===== src/rtl/vga_timing_gen_if.sv =====
// Raster timing bus shared by every draw stage: position, sync, blanking and
// the line/frame strobes used by the game logic.
interface vga_timing_gen_if;
  logic [10:0] hcount;
  logic [10:0] vcount;
  logic        hsync;
  logic        vsync;
  logic        hblnk;
  logic        vblnk;
  logic        frame_tick;
  logic        line_tick;

  modport master (
    output hcount, vcount, hsync, vsync, hblnk, vblnk, frame_tick, line_tick
  );

  modport slave (
    input hcount, vcount, hsync, vsync, hblnk, vblnk, frame_tick, line_tick
  );
endinterface


===== src/rtl/vga_timing_gen.sv =====
// VGA raster timing generator (default 1024x768@60 on 65 MHz). All outputs are
// flops decoded from the next counter values, so they align with hcount/vcount.
module vga_timing_gen #(
  parameter int H_ACTIVE = 1024,
  parameter int H_FP     = 24,
  parameter int H_SYNC   = 136,
  parameter int H_BP     = 160,
  parameter int V_ACTIVE = 768,
  parameter int V_FP     = 3,
  parameter int V_SYNC   = 6,
  parameter int V_BP     = 29
) (
  input  logic                     clk,
  input  logic                     rst_n,
  input  logic                     en,
  vga_timing_gen_if.master         vga
);

  localparam int H_TOTAL = H_ACTIVE + H_FP + H_SYNC + H_BP;
  localparam int V_TOTAL = V_ACTIVE + V_FP + V_SYNC + V_BP;

  if (H_TOTAL > 2047 || V_TOTAL > 2047) begin : g_size_check
    $error("vga_timing_gen: H_TOTAL/V_TOTAL must fit in 11 bits");
  end

  localparam logic [10:0] H_LAST     = 11'(H_TOTAL - 1);
  localparam logic [10:0] V_LAST     = 11'(V_TOTAL - 1);
  localparam logic [10:0] H_ACT      = 11'(H_ACTIVE);
  localparam logic [10:0] V_ACT      = 11'(V_ACTIVE);
  localparam logic [10:0] HS_START   = 11'(H_ACTIVE + H_FP);
  localparam logic [10:0] HS_END     = 11'(H_ACTIVE + H_FP + H_SYNC);
  localparam logic [10:0] VS_START   = 11'(V_ACTIVE + V_FP);
  localparam logic [10:0] VS_END     = 11'(V_ACTIVE + V_FP + V_SYNC);

  logic        started_q;
  logic [10:0] h_q, v_q;
  logic [10:0] h_next, v_next;
  logic        hsync_q, vsync_q, hblnk_q, vblnk_q;
  logic        frame_tick_q, line_tick_q;

  // The first enabled edge after reset presents (0,0) rather than advancing.
  always_comb begin
    h_next = h_q;
    v_next = v_q;
    if (!started_q) begin
      h_next = 11'd0;
      v_next = 11'd0;
    end else if (h_q == H_LAST) begin
      h_next = 11'd0;
      v_next = (v_q == V_LAST) ? 11'd0 : v_q + 11'd1;
    end else begin
      h_next = h_q + 11'd1;
    end
  end

  always_ff @(posedge clk or negedge rst_n) begin
    if (!rst_n) begin
      started_q    <= 1'b0;
      h_q          <= 11'd0;
      v_q          <= 11'd0;
      hsync_q      <= 1'b0;
      vsync_q      <= 1'b0;
      hblnk_q      <= 1'b0;
      vblnk_q      <= 1'b0;
      frame_tick_q <= 1'b0;
      line_tick_q  <= 1'b0;
    end else if (en) begin
      started_q    <= 1'b1;
      h_q          <= h_next;
      v_q          <= v_next;
      hsync_q      <= (h_next >= HS_START) && (h_next < HS_END);
      vsync_q      <= (v_next >= VS_START) && (v_next < VS_END);
      hblnk_q      <= (h_next >= H_ACT);
      vblnk_q      <= (v_next >= V_ACT);
      line_tick_q  <= (h_next == 11'd0);
      frame_tick_q <= (h_next == 11'd0) && (v_next == 11'd0);
    end else begin
      // Stalled: position and decodes hold, strobes must not repeat.
      line_tick_q  <= 1'b0;
      frame_tick_q <= 1'b0;
    end
  end

  assign vga.hcount     = h_q;
  assign vga.vcount     = v_q;
  assign vga.hsync      = hsync_q;
  assign vga.vsync      = vsync_q;
  assign vga.hblnk      = hblnk_q;
  assign vga.vblnk      = vblnk_q;
  assign vga.frame_tick = frame_tick_q;
  assign vga.line_tick  = line_tick_q;

endmodule


===== src/flat_wrapper.sv =====
// flat-port wrapper written by rule: the top's interface ports become plain ports
module vga_timing_gen_flat 
#(
  parameter int H_ACTIVE = 1024,
  parameter int H_FP     = 24,
  parameter int H_SYNC   = 136,
  parameter int H_BP     = 160,
  parameter int V_ACTIVE = 768,
  parameter int V_FP     = 3,
  parameter int V_SYNC   = 6,
  parameter int V_BP     = 29
)
  (clk, rst_n, en, vga_hcount, vga_vcount, vga_hsync, vga_vsync, vga_hblnk, vga_vblnk, vga_frame_tick, vga_line_tick);
  vga_timing_gen_if vga_i ();
  input  logic clk;
  input  logic rst_n;
  input  logic en;
  output wire logic [$bits(vga_i.hcount)-1:0] vga_hcount;
  output wire logic [$bits(vga_i.vcount)-1:0] vga_vcount;
  output wire logic [$bits(vga_i.hsync)-1:0] vga_hsync;
  output wire logic [$bits(vga_i.vsync)-1:0] vga_vsync;
  output wire logic [$bits(vga_i.hblnk)-1:0] vga_hblnk;
  output wire logic [$bits(vga_i.vblnk)-1:0] vga_vblnk;
  output wire logic [$bits(vga_i.frame_tick)-1:0] vga_frame_tick;
  output wire logic [$bits(vga_i.line_tick)-1:0] vga_line_tick;
  assign vga_hcount = vga_i.hcount;
  assign vga_vcount = vga_i.vcount;
  assign vga_hsync = vga_i.hsync;
  assign vga_vsync = vga_i.vsync;
  assign vga_hblnk = vga_i.hblnk;
  assign vga_vblnk = vga_i.vblnk;
  assign vga_frame_tick = vga_i.frame_tick;
  assign vga_line_tick = vga_i.line_tick;
  vga_timing_gen #(.H_ACTIVE(H_ACTIVE), .H_FP(H_FP), .H_SYNC(H_SYNC), .H_BP(H_BP), .V_ACTIVE(V_ACTIVE), .V_FP(V_FP), .V_SYNC(V_SYNC), .V_BP(V_BP)) u_core (.clk(clk), .rst_n(rst_n), .en(en), .vga(vga_i));
endmodule

===== config.mk =====
export PLATFORM = sky130hd
export DESIGN_NAME = vga_timing_gen_flat
export DESIGN_NICKNAME = d
export VERILOG_FILES = /design/src/rtl/vga_timing_gen_if.sv /design/src/rtl/vga_timing_gen.sv /design/src/flat_wrapper.sv
export SDC_FILE = /design/constraint.sdc
export NUM_CORES = 1
export LEC_CHECK = 0
export BUFFER_PORTS_ARGS = -buffer_cell sky130_fd_sc_hd__buf_2
export CAP_MARGIN = 0
export CORE_ASPECT_RATIO = 1.2
export CORE_MARGIN = 4
export CORE_UTILIZATION = 40
export DETAILED_ROUTE_END_ITERATION = 10
export GPL_ROUTABILITY_DRIVEN = 0
export GPL_TIMING_DRIVEN = 0
export HOLD_SLACK_MARGIN = 0.06
export SYNTH_ARGS = -nofsm -noshare
export SYNTH_HDL_FRONTEND = slang
export SYNTH_SLANG_ARGS = --single-unit

===== constraint.sdc =====
create_clock -name clk -period 4.39 [get_ports clk]
set_input_delay 0.878 -clock clk [delete_from_list [all_inputs] [get_ports clk]]
set_output_delay 0.878 -clock clk [all_outputs]
set_load 0.02 [all_outputs]

==> metrics.md, run 1 <==
| Metric | Value |
|---|---|
| DP HPWL | 4500 µm |
| Number of gates resized after CTS | 0 |
| Detailed Routing Iterations Pass 1 | 4 |
| Total count of max-transition violations in the final report | 0 |
| H-tree levels | 2 |
| Number of synthesized flops with an enable pin | 0 |
| Main area contributors after synthesis | sky130_fd_sc_hd__dfrtp_1, sky130_fd_sc_hd__o21ai_0, sky130_fd_sc_hd__nand2_1, sky130_fd_sc_hd__nand3_1, sky130_fd_sc_hd__o31ai_1 |
| Top fanout value on the critical path | 9 |
| Fraction of the cycle the final worst path needs | 62.3% |
| Min cycle time layout | 2.74 ns |
| Gate power share | 34.9% |
| Final net count | 307 |
| Area growth from synthesis to layout | 15.0% |
| Area enclosed by the die boundary | 6750 µm² |
| Number of global-route vias before repair | 2,031 |
| Post-synth net total | 270 |
| Count of buffers added by post-CTS timing repair for setup | 0 |
| Sequential element share of the synthesized area | 33.0% |
| Required time at the endpoint of the critical path | 4.57 ns |
| Run status | finished, final reports clean |
| Cell type with the largest total area after synthesis | sky130_fd_sc_hd__dfrtp_1 |
| Initial detailed-routing violation count | 230 |
| Largest net degree at the start of global routing | 30 |
| Number of buffers created by CTS | 5 |
| Sum Neg Setup Slack | 0 ns |
| Vias per cell | 6.01 |
| Leakage power | 1.09 nW |
| Number of hold-slack violations in the final timing report | 0 |
| Critical Path Start Type | flop |
| Combined global-route utilization of all metal layers | 19.9% |
| Number of nets with antenna violations after detailed routing | 0 |
| Fraction of power consumed by sequential logic | 36.9% |
| Total standard cell area after synthesis | 2200 µm² |
| Floorplan row count | 29 |
| Worst EP arrival | 2.92 ns |
| Transition time at the pin with the least slew margin | 0.722 ns |
| Net Sw Frac | 37.4% |
| Maximum frequency from static timing analysis | 366 MHz |
| Diodes inserted | 0 |
| Port bufs | 30 |
| Area share of the largest cell type after synthesis | 33.0% |
| Initial Util | 41.5% |
| Clock-pin slew of the registers on the worst-case setup and hold paths | 0.07 ns |
| Clk_skew | 0.00994 ns |
| Warnings, synthesis | 0 |
| Total power draw | 0.883 mW |
| Post-route DRC | 0 |
| Worst setup EP type | flop |
| Distinct cell type count of the synthesized netlist | 58 |
| Gate count after technology mapping | 264 |
| Total gr overflow | 0 |
| RSZ-0062 raised after global routing | no |
| Mean routed wirelength per cell | 16.9 µm |
| Y dimension of the die | 89.2 µm |
| Root buffer selected by CTS | sky130_fd_sc_hd__clkbuf_8 |
| CORE AREA | 5300 µm² |
| Int Power | 0.553 mW |
| Max Buffers Root-to-Sink | 2 |
| Mean area per synthesized cell | 8.33 µm² |
| Post-CTS Hold Buffers | 0 |
| Via count of the routed design | 2,189 |
| Setup violations, final | 0 |
| # fillers | 540 |
| Proportion of layout cells with a drive suffix above 1 | 17.9% |
| Setup slack of the most critical reg-to-reg path | 1.65 ns |
| # Max-Cap Violations | 0 |
| TritonCTS clock tree | done |
| Die width | 75.7 µm |
| TritonCTS sink count | 29 |
| Most instantiated flip-flop cell in the synthesis netlist | sky130_fd_sc_hd__dfrtp_1 |
| Sum of routed wire length over all layers | 6170 µm |
| Wire length of the first global-routing pass | 10,200 µm |
| Peak supply drop | 0.196 mV |
| Number of top-level pins | 31 |
| Pwr dens | 349 nW/µm² |
| Initial antenna violation count | 0 |
| Post-synthesis sequential element count | 29 |
| Clock share of power | 28.2% |
| Start-to-end type of the worst setup path | reg -> reg |
| Total net switching power | 0.331 mW |
| Clock insertion delay at the later pin of the skew report | 0.29 ns |
| Worst slew margin | 51.5% |
| Fraction of synthesis flops using an asynchronous set or reset pin | 100% |
| Worst min path class | reg -> reg |
==> through the flow <==
step	cell area, µm²	utilization [%]	hold slack, ns	setup WS, ns	std cells
after floorplan	2200	-	0.582	1.94	264
after global placement	2430	45.8	0.473	1.69	356
after detailed placement	2430	45.8	0.481	1.69	356
after CTS	2530	47.7	0.496	1.66	364
after global routing	2530	47.7	0.531	1.49	364
final	2530	47.7	0.484	1.65	364
==> routing by layer <==
layer / up-vias / track usage (%) / routed length (µm)
met5: - / 0 / 0
met4: 0 / 8.74 / 155
met3: 15 / 3.49 / 268
met2: 61 / 33.2 / 3070
met1: 1051 / 25.0 / 2680
li1: 1062 / - / -
==> power groups by stage <==
| stage | logic (mW) | registers (mW) | clock network, mW |
|---|---|---|---|
| after global routing | 0.342 | 0.331 | 0.270 |
| after CTS | 0.310 | 0.326 | 0.256 |
| after detailed placement | 0.310 | 0.330 | 0 |
| after global placement | 0.309 | 0.329 | 0 |
| final | 0.308 | 0.326 | 0.250 |
| after floorplan | 0.191 | 0.364 | 0 |
==> kinds of logic (layout without fill, tap and decap cells) <==
family / after synthesis / in the layout / synth area share, %
AND/OR/NAND/NOR: 109 / 109 / 28.6
flip-flops: 29 / 29 / 33.0
AO/OA/AOI/OAI: 79 / 79 / 24.7
XOR/XNOR: 8 / 8 / 3.19
multiplexers: 5 / 5 / 2.39
buffers and inverters: 31 / 69 / 6.43
adder cells (fa/ha/maj): 3 / 3 / 1.71
==> worst paths after layout <==
| path | from | depth (start not counted) | to |
|---|---|---|---|
| worst max-delay path | u_core.vga.vcount[1]$_DFFE_PN0P_ | 7 | u_core.vga.vsync$_DFFE_PN0P_ |
| worst min-delay path | u_core.vga.hsync$_DFFE_PN0P_ | 2 | u_core.vga.hsync$_DFFE_PN0P_ |
| worst max register to register | u_core.vga.vcount[1]$_DFFE_PN0P_ | 7 | u_core.vga.vsync$_DFFE_PN0P_ |
| worst min register to register | u_core.vga.hsync$_DFFE_PN0P_ | 2 | u_core.vga.hsync$_DFFE_PN0P_ |
| max in group asynchronous | rst_n | 1 | u_core.vga.vcount[5]$_DFFE_PN0P_ |
| min in group asynchronous | rst_n | 1 | u_core.vga.vcount[2]$_DFFE_PN0P_ |
==> cell type report <==
cell class,instances,area [µm²],share of cell area (%)
multi-input combinational,204,1330,52.7
tap,62,77.6,3.07
buffer,21,104,4.11
clock buffer,7,96.3,3.81
sequential,29,726,28.7
clock inverter,1,5.00,0.198
timing repair buffer,30,150,5.94
inverter,10,37.5,1.48
==> layout by cell type (no fill, tap or decap), types with 7 or more instances in the layout <==
cell type / count
sky130_fd_sc_hd__nand2_1: 31
sky130_fd_sc_hd__o31ai_1: 8
sky130_fd_sc_hd__clkbuf_8: 7
sky130_fd_sc_hd__clkbuf_1: 14
sky130_fd_sc_hd__and3_1: 7
sky130_fd_sc_hd__dfrtp_1: 29
sky130_fd_sc_hd__nor2_1: 11
sky130_fd_sc_hd__a21oi_1: 7
sky130_fd_sc_hd__inv_1: 10
sky130_fd_sc_hd__nand3_1: 15
sky130_fd_sc_hd__nand2b_1: 8
sky130_fd_sc_hd__buf_2: 32
sky130_fd_sc_hd__o21ai_0: 27
==> synth_stat cells (all sizes together), types with 5 or more instances <==
library cell / instances
xnor2: 6
dfrtp: 29
buf: 7
nor2: 11
clkbuf: 14
nor4: 7
nand2: 31
o21ai: 28
nor3: 7
nand2b: 8
and3: 7
inv: 10
a21oi: 7
o31ai: 8
nand3: 16
o41ai: 5
==> critical path, stage by stage, from the launching register on <==
cell and delay (ns):
sky130_fd_sc_hd__dfrtp_1 0.51, sky130_fd_sc_hd__ha_1 0.34, sky130_fd_sc_hd__nand3_1 0.17, sky130_fd_sc_hd__or4_1 0.60
sky130_fd_sc_hd__nor3_1 0.28, sky130_fd_sc_hd__xnor2_1 0.25, sky130_fd_sc_hd__nand3_1 0.15, sky130_fd_sc_hd__o41ai_2 0.34
No activity file was read; power rests on OpenSTA's default activity.
==> run 2, diff against run 1 <==
clock period = 2.5 ns   (was 4.39 ns; I/O delays follow)
==> run 2 against run 1 <==
  * Cell count is 1.1% higher
  * Maximum frequency is 15% higher
  * Critical path type unchanged
  * Via count is 0.23% higher
  * Non-clock buffer count is 4 higher
  * Combinational power is 86% higher
  * Clock power is 76% higher
  * Sequential power is 75% higher
  * Global-route usage is 0.24 points higher
  * Largest power group is now combinational cells
  * Die area stayed put
  * Worst hold slack worse by 0.24 ns
==> metrics.md, run 2 (synthesis gave the netlist of run 1 again) <==
| Metric | Value |
|---|---|
| Run status | finished, final reports clean |
| GR Util met3 | 3.60% |
| Placed cell count | 356 |
| Floorplan row count | 29 |
| Total power draw | 1.58 mW |
| Initial Util | 41.5% |
| Area growth from synthesis to layout | 19.6% |
| Number of global-route vias before repair | 2,054 |
| Mean routed wirelength per cell | 17.0 µm |
| Via count of the routed design | 2,194 |
| Worst slew margin | 47.8% |
| Port bufs | 30 |
| # fillers | 531 |
| # Max-Cap Violations | 0 |
| Sum of routed wire length over all layers | 6270 µm |
| Met2 Track Usage GR | 34.0% |
| Leakage power | 1.13 nW |
| Transition time at the pin with the least slew margin | 0.776 ns |
| Min cycle time layout | 2.37 ns |
| TritonCTS clock tree | done |
| Initial detailed-routing violation count | 198 |
| Area after DPL | 2430 µm² |
| Clock insertion delay at the later pin of the skew report | 0.29 ns |
| Start-to-end type of the worst setup path | reg -> reg |
| H-tree levels | 2 |
| Maximum frequency from static timing analysis | 421 MHz |
| Setup violations, final | 0 |
| Total gr overflow | 0 |
| Worst setup EP type | flop |
| Clock-pin slew of the registers on the worst-case setup and hold paths | 0.07 ns |
| CORE AREA | 5300 µm² |
| TritonCTS sink count | 29 |
| Worst EP arrival | 2.55 ns |
| Top fanout value on the critical path | 10 |
| Clk_skew | 0.00937 ns |
| Critical Path Start Type | flop |
| Worst min path class | in -> async |
| Diodes inserted | 0 |
| Detailed Routing Iterations Pass 1 | 4 |
| Largest net degree at the start of global routing | 30 |
| CP bufs+invs | 1 |
| Number of nets with antenna violations after detailed routing | 0 |
| Area enclosed by the die boundary | 6750 µm² |
| Layer with the highest usage after global routing | met2 |
| Initial antenna violation count | 0 |
| Most frequent standard cell in the layout excluding fill and tap cells | sky130_fd_sc_hd__nand2_1 |
| Vias per cell | 5.96 |
| Cell family contributing the most delay on the critical path | simple AND/OR/NAND/NOR gates |
| DP HPWL | 4500 µm |
| Number of top-level pins | 31 |
| Pwr dens | 602 nW/µm² |
| Most used cells in the layout excluding fill and tap cells | sky130_fd_sc_hd__nand2_1, sky130_fd_sc_hd__buf_2, sky130_fd_sc_hd__o21ai_0, sky130_fd_sc_hd__dfrtp_1, sky130_fd_sc_hd__nand3_1 |
| Number of hold-slack violations in the final timing report | 0 |
| Total count of max-transition violations in the final report | 0 |
| Required time at the endpoint of the critical path | 2.68 ns |
| Critical path, cell by cell | ha_2 -> nand2_1 -> or4_4 -> buf_4 -> nor3_2 -> a41oi_1 -> o2111a_1 -> o41ai_2 |
| Post-route DRC | 0 |
| Fraction of the cycle the final worst path needs | 95.0% |
| Root buffer selected by CTS | sky130_fd_sc_hd__clkbuf_8 |
| Combined global-route utilization of all metal layers | 20.2% |
| Wire length of the first global-routing pass | 10,300 µm |
| Number of buffers created by CTS | 5 |
| Y dimension of the die | 89.2 µm |
| Peak supply drop | 0.348 mV |
| CP max-delay cell | sky130_fd_sc_hd__or4_4 |
| Max Buffers Root-to-Sink | 2 |
| Die width | 75.7 µm |
| Final net count | 311 |
| Peak per-stage delay on the critical path | 0.57 ns |
| M1 GR Usage | 24.9% |
| Final instance count without filler cells | 368 |
| Summed area of non-filler cells in the final layout | 2630 µm² |
| Proportion of layout cells with a drive suffix above 1 | 23.5% |
==> run 2: cell count changes in the layout (fill, tap and decap cells not counted), sizes merged <==
cell | previous run | this run
buf | 37 | 44
clkbuf | 21 | 18
==> run 2: per-layer routing <==
metal	vias up	routed length (µm)
li1	1069	-
met1	1048	2700
met2	60	3160
met3	17	244
met4	0	166
met5	-	0
==> run 2: cell type report <==
| class | count | area [µm²] | share of cell area, % |
|---|---|---|---|
| plain buffers | 18 | 97.6 | 3.71 |
| clock buffers | 7 | 96.3 | 3.66 |
| multi-input cells | 204 | 1390 | 52.7 |
| clock inverters | 1 | 5.00 | 0.190 |
| inverters | 10 | 37.5 | 1.43 |
| well taps | 62 | 77.6 | 2.95 |
| flip-flops and latches | 29 | 728 | 27.7 |
| repair buffers | 37 | 203 | 7.70 |
==> run 2: power by group <==
group | switching (mW) | total [mW] | internal (mW) | leakage, nW
Sequential | 0.0481 | 0.571 | 0.523 | 0.369
Clock | 0.191 | 0.440 | 0.249 | 0.0542
Combinational | 0.349 | 0.572 | 0.223 | 0.702
Total | 0.588 | 1.58 | 0.995 | 1.13
==> run 2: worst paths after layout <==
kind / start / to / slack, ns / cells past startpoint
setup / recovery: u_core.vga.hcount[1]$_DFFE_PN0P_ / u_core.vga.vsync$_DFFE_PN0P_ / 0.13 / 8
hold / removal: rst_n / u_core.vga.vcount[2]$_DFFE_PN0P_ / 0.25 / 1
setup reg to reg: u_core.vga.hcount[1]$_DFFE_PN0P_ / u_core.vga.vsync$_DFFE_PN0P_ / 0.13 / 8
hold reg to reg: u_core.vga.hsync$_DFFE_PN0P_ / u_core.vga.hsync$_DFFE_PN0P_ / 0.48 / 2
max in group asynchronous: rst_n / u_core.vga.hcount[1]$_DFFE_PN0P_ / 1.77 / 1
min in group clk: u_core.vga.hsync$_DFFE_PN0P_ / u_core.vga.hsync$_DFFE_PN0P_ / 0.48 / 2
==> run 2: what timing repair did <==
action,CTS,global route
cloned,0,0
pin swaps,1,2
endpoints found under the hold margin,0,0
gates resized for setup,6,9
buffers inserted,0,7
hold buffers,0,0
setup endpoints to repair,4,9
==> run 2: metrics by stage <==
stage,TNS (ns),util [%],hold slack [ns],setup WS (ns)
3_5_place_dp,-0.314,45.8,0.481,-0.196
4_1_cts,0,48.1,0.278,0.00747
3_3_place_gp,-0.397,45.8,0.473,-0.195
2_1_floorplan,0,-,0.204,0.0550
6_report,0,49.7,0.247,0.126
5_1_grt,-0.00373,49.7,0.300,-0.00373
==> run 3, diff against run 2 <==
clock period = 2.6 ns   (was 2.5 ns; I/O delays follow)
==> run 3 against run 2 <==
  * Non-clock buffer count unchanged
  * Maximum frequency shrank 3.6%
  * Via count up 0.32%
  * Sequential power down 4.2%
  * Clock-buffer cell count stayed put
  * Combinational power is 3% lower
  * Global-route usage is 0.073 points lower
  * Flip-flop and latch count unchanged
  * Cell count stayed put
  * Largest cell class unchanged
  * Largest power group unchanged
==> metrics.md, run 3 (synthesis gave the netlist of run 1 again) <==
| Metric | Value |
|---|---|
| Run status | finished, final reports clean |
| Core utilization of the finished layout | 49.1% |
| Worst setup EP type | flop |
| Die width | 75.7 µm |
| Maximum frequency from static timing analysis | 406 MHz |
| CORE AREA | 5300 µm² |
| Critical path launch point | u_core.vga.hcount[1]$_DFFE_PN0P_ |
| Worst slack on hold paths | 0.272 ns |
| Initial detailed-routing violation count | 189 |
| Pre-CTS worst setup slack | -0.0955 ns |
| Number of buffers created by CTS | 5 |
| Most frequent standard cell in the layout excluding fill and tap cells | sky130_fd_sc_hd__buf_2 |
| Worst slew margin | 51.3% |
| Area growth from synthesis to layout | 18.3% |
| Most used cells in the layout excluding fill and tap cells | sky130_fd_sc_hd__buf_2, sky130_fd_sc_hd__nand2_1, sky130_fd_sc_hd__o21ai_0, sky130_fd_sc_hd__dfrtp_1, sky130_fd_sc_hd__nand3_1 |
| Smallest setup slack after layout | 0.137 ns |
| Clock insertion delay at the later pin of the skew report | 0.29 ns |
| H-tree levels | 2 |
| # Max-Cap Violations | 0 |
| Max Buffers Root-to-Sink | 2 |
| Root buffer selected by CTS | sky130_fd_sc_hd__clkbuf_8 |
| Y dimension of the die | 89.2 µm |
| Critical Path Start Type | flop |
| Total count of max-transition violations in the final report | 0 |
| Wire length of the first global-routing pass | 10,300 µm |
| Worst min path class | in -> async |
| Number of top-level pins | 31 |
| Pwr dens | 585 nW/µm² |
| DP HPWL | 4500 µm |
| Min cycle time layout | 2.46 ns |
| Worst EP arrival | 2.64 ns |
| TritonCTS clock tree | done |
| Leakage power | 1.11 nW |
| Total power draw | 1.52 mW |
| Initial Util | 41.5% |
| RSZ-0062 raised after global routing | no |
| Clock-pin slew of the registers on the worst-case setup and hold paths | 0.07 ns |
| Detailed Routing Iterations Pass 1 | 4 |
| Area after DPL | 2430 µm² |
| Start-to-end type of the worst setup path | reg -> reg |
| Combined global-route utilization of all metal layers | 20.1% |
| TritonCTS sink count | 29 |
| Number of global-route vias before repair | 2,047 |
| Diodes inserted | 0 |
| Peak supply drop | 0.332 mV |
| Clk_skew | 0.00770 ns |
| Total gr overflow | 0 |
| Setup violations, final | 0 |
| Port bufs | 30 |
| Summed area of non-filler cells in the final layout | 2600 µm² |
| Required time at the endpoint of the critical path | 2.78 ns |
| Mean routed wirelength per cell | 16.9 µm |
| Initial antenna violation count | 0 |
| Largest net degree at the start of global routing | 30 |
| Number of nets with antenna violations after detailed routing | 0 |
| # fillers | 532 |
| Top fanout value on the critical path | 10 |
| Vias per cell | 5.98 |
| Sum of routed wire length over all layers | 6220 µm |
| Fraction of the cycle the final worst path needs | 94.7% |
| Transition time at the pin with the least slew margin | 0.724 ns |
| Floorplan row count | 29 |
| Proportion of layout cells with a drive suffix above 1 | 21.9% |
| Via count of the routed design | 2,201 |
| Area enclosed by the die boundary | 6750 µm² |
| Worst flop-to-flop path startpoint | u_core.vga.hcount[1]$_DFFE_PN0P_ |
| Final net count | 311 |
| Number of hold-slack violations in the final timing report | 0 |
| Post-route DRC | 0 |
run 3: worst max-delay path, stage by stage, from the launching register on:
cell and delay [ns]:
sky130_fd_sc_hd__dfrtp_2 0.40, sky130_fd_sc_hd__ha_2 0.22, sky130_fd_sc_hd__nand2_1 0.12, sky130_fd_sc_hd__or4_4 0.57
sky130_fd_sc_hd__buf_2 0.22, sky130_fd_sc_hd__nor3_1 0.28, sky130_fd_sc_hd__a41oi_1 0.16, sky130_fd_sc_hd__o2111a_1 0.18
sky130_fd_sc_hd__o41ai_2 0.20
run 3: path summary, 6_finish.rpt:
| check | slack, ns | cells past startpoint | endpoint |
|---|---|---|---|
| worst max register to register | 0.14 | 8 | u_core.vga.vsync$_DFFE_PN0P_ |
| worst min-delay path | 0.27 | 1 | u_core.vga.vcount[2]$_DFFE_PN0P_ |
| min in group clk | 0.48 | 2 | u_core.vga.hsync$_DFFE_PN0P_ |
| max in group asynchronous | 1.84 | 1 | u_core.vga.hcount[1]$_DFFE_PN0P_ |
| worst max-delay path | 0.14 | 8 | u_core.vga.vsync$_DFFE_PN0P_ |
| worst min register to register | 0.48 | 2 | u_core.vga.hsync$_DFFE_PN0P_ |
run 3: layer usage:
layer | part of all wire (%) | track usage (%) | vias to the layer above
li1 | - | - | 1074
met1 | 42 | 24.9 | 1046
met2 | 51 | 33.8 | 70
met3 | 5.0 | 3.60 | 11
met4 | 1.9 | 8.59 | 0
met5 | 0 | 0 | -
run 3: layout make-up:
class	instances	area, µm²	share of cell area (%)
Clock inverter	1	5.00	0.192
Clock buffer	7	96.3	3.70
Inverter	10	37.5	1.44
Sequential cell	29	728	28.0
Tap cell	62	77.6	2.98
Multi-Input combinational cell	204	1370	52.8
Buffer	21	104	3.99
Timing Repair Buffer	34	180	6.92
run 3: report_power, final:
group | switching (mW) | internal [mW] | total (mW) | leakage [nW]
logic | 0.339 | 0.215 | 0.554 | 0.687
clock network | 0.182 | 0.239 | 0.421 | 0.0542
registers | 0.0441 | 0.503 | 0.547 | 0.369
total | 0.565 | 0.957 | 1.52 | 1.11
run 3: repair_timing:
item | in CTS | in global routing
hold buffers | 0 | 0
setup buffers | 0 | 4
pin swaps | 0 | 1
endpoints found under the setup margin | 2 | 4
gates resized for setup | 4 | 5
run 3: per-stage QoR:
step	instances	setup TNS, ns
after global routing	368	0
after detailed placement	356	-0.109
after floorplan	264	0
after global placement	356	-0.163
final	368	0
after CTS	364	0
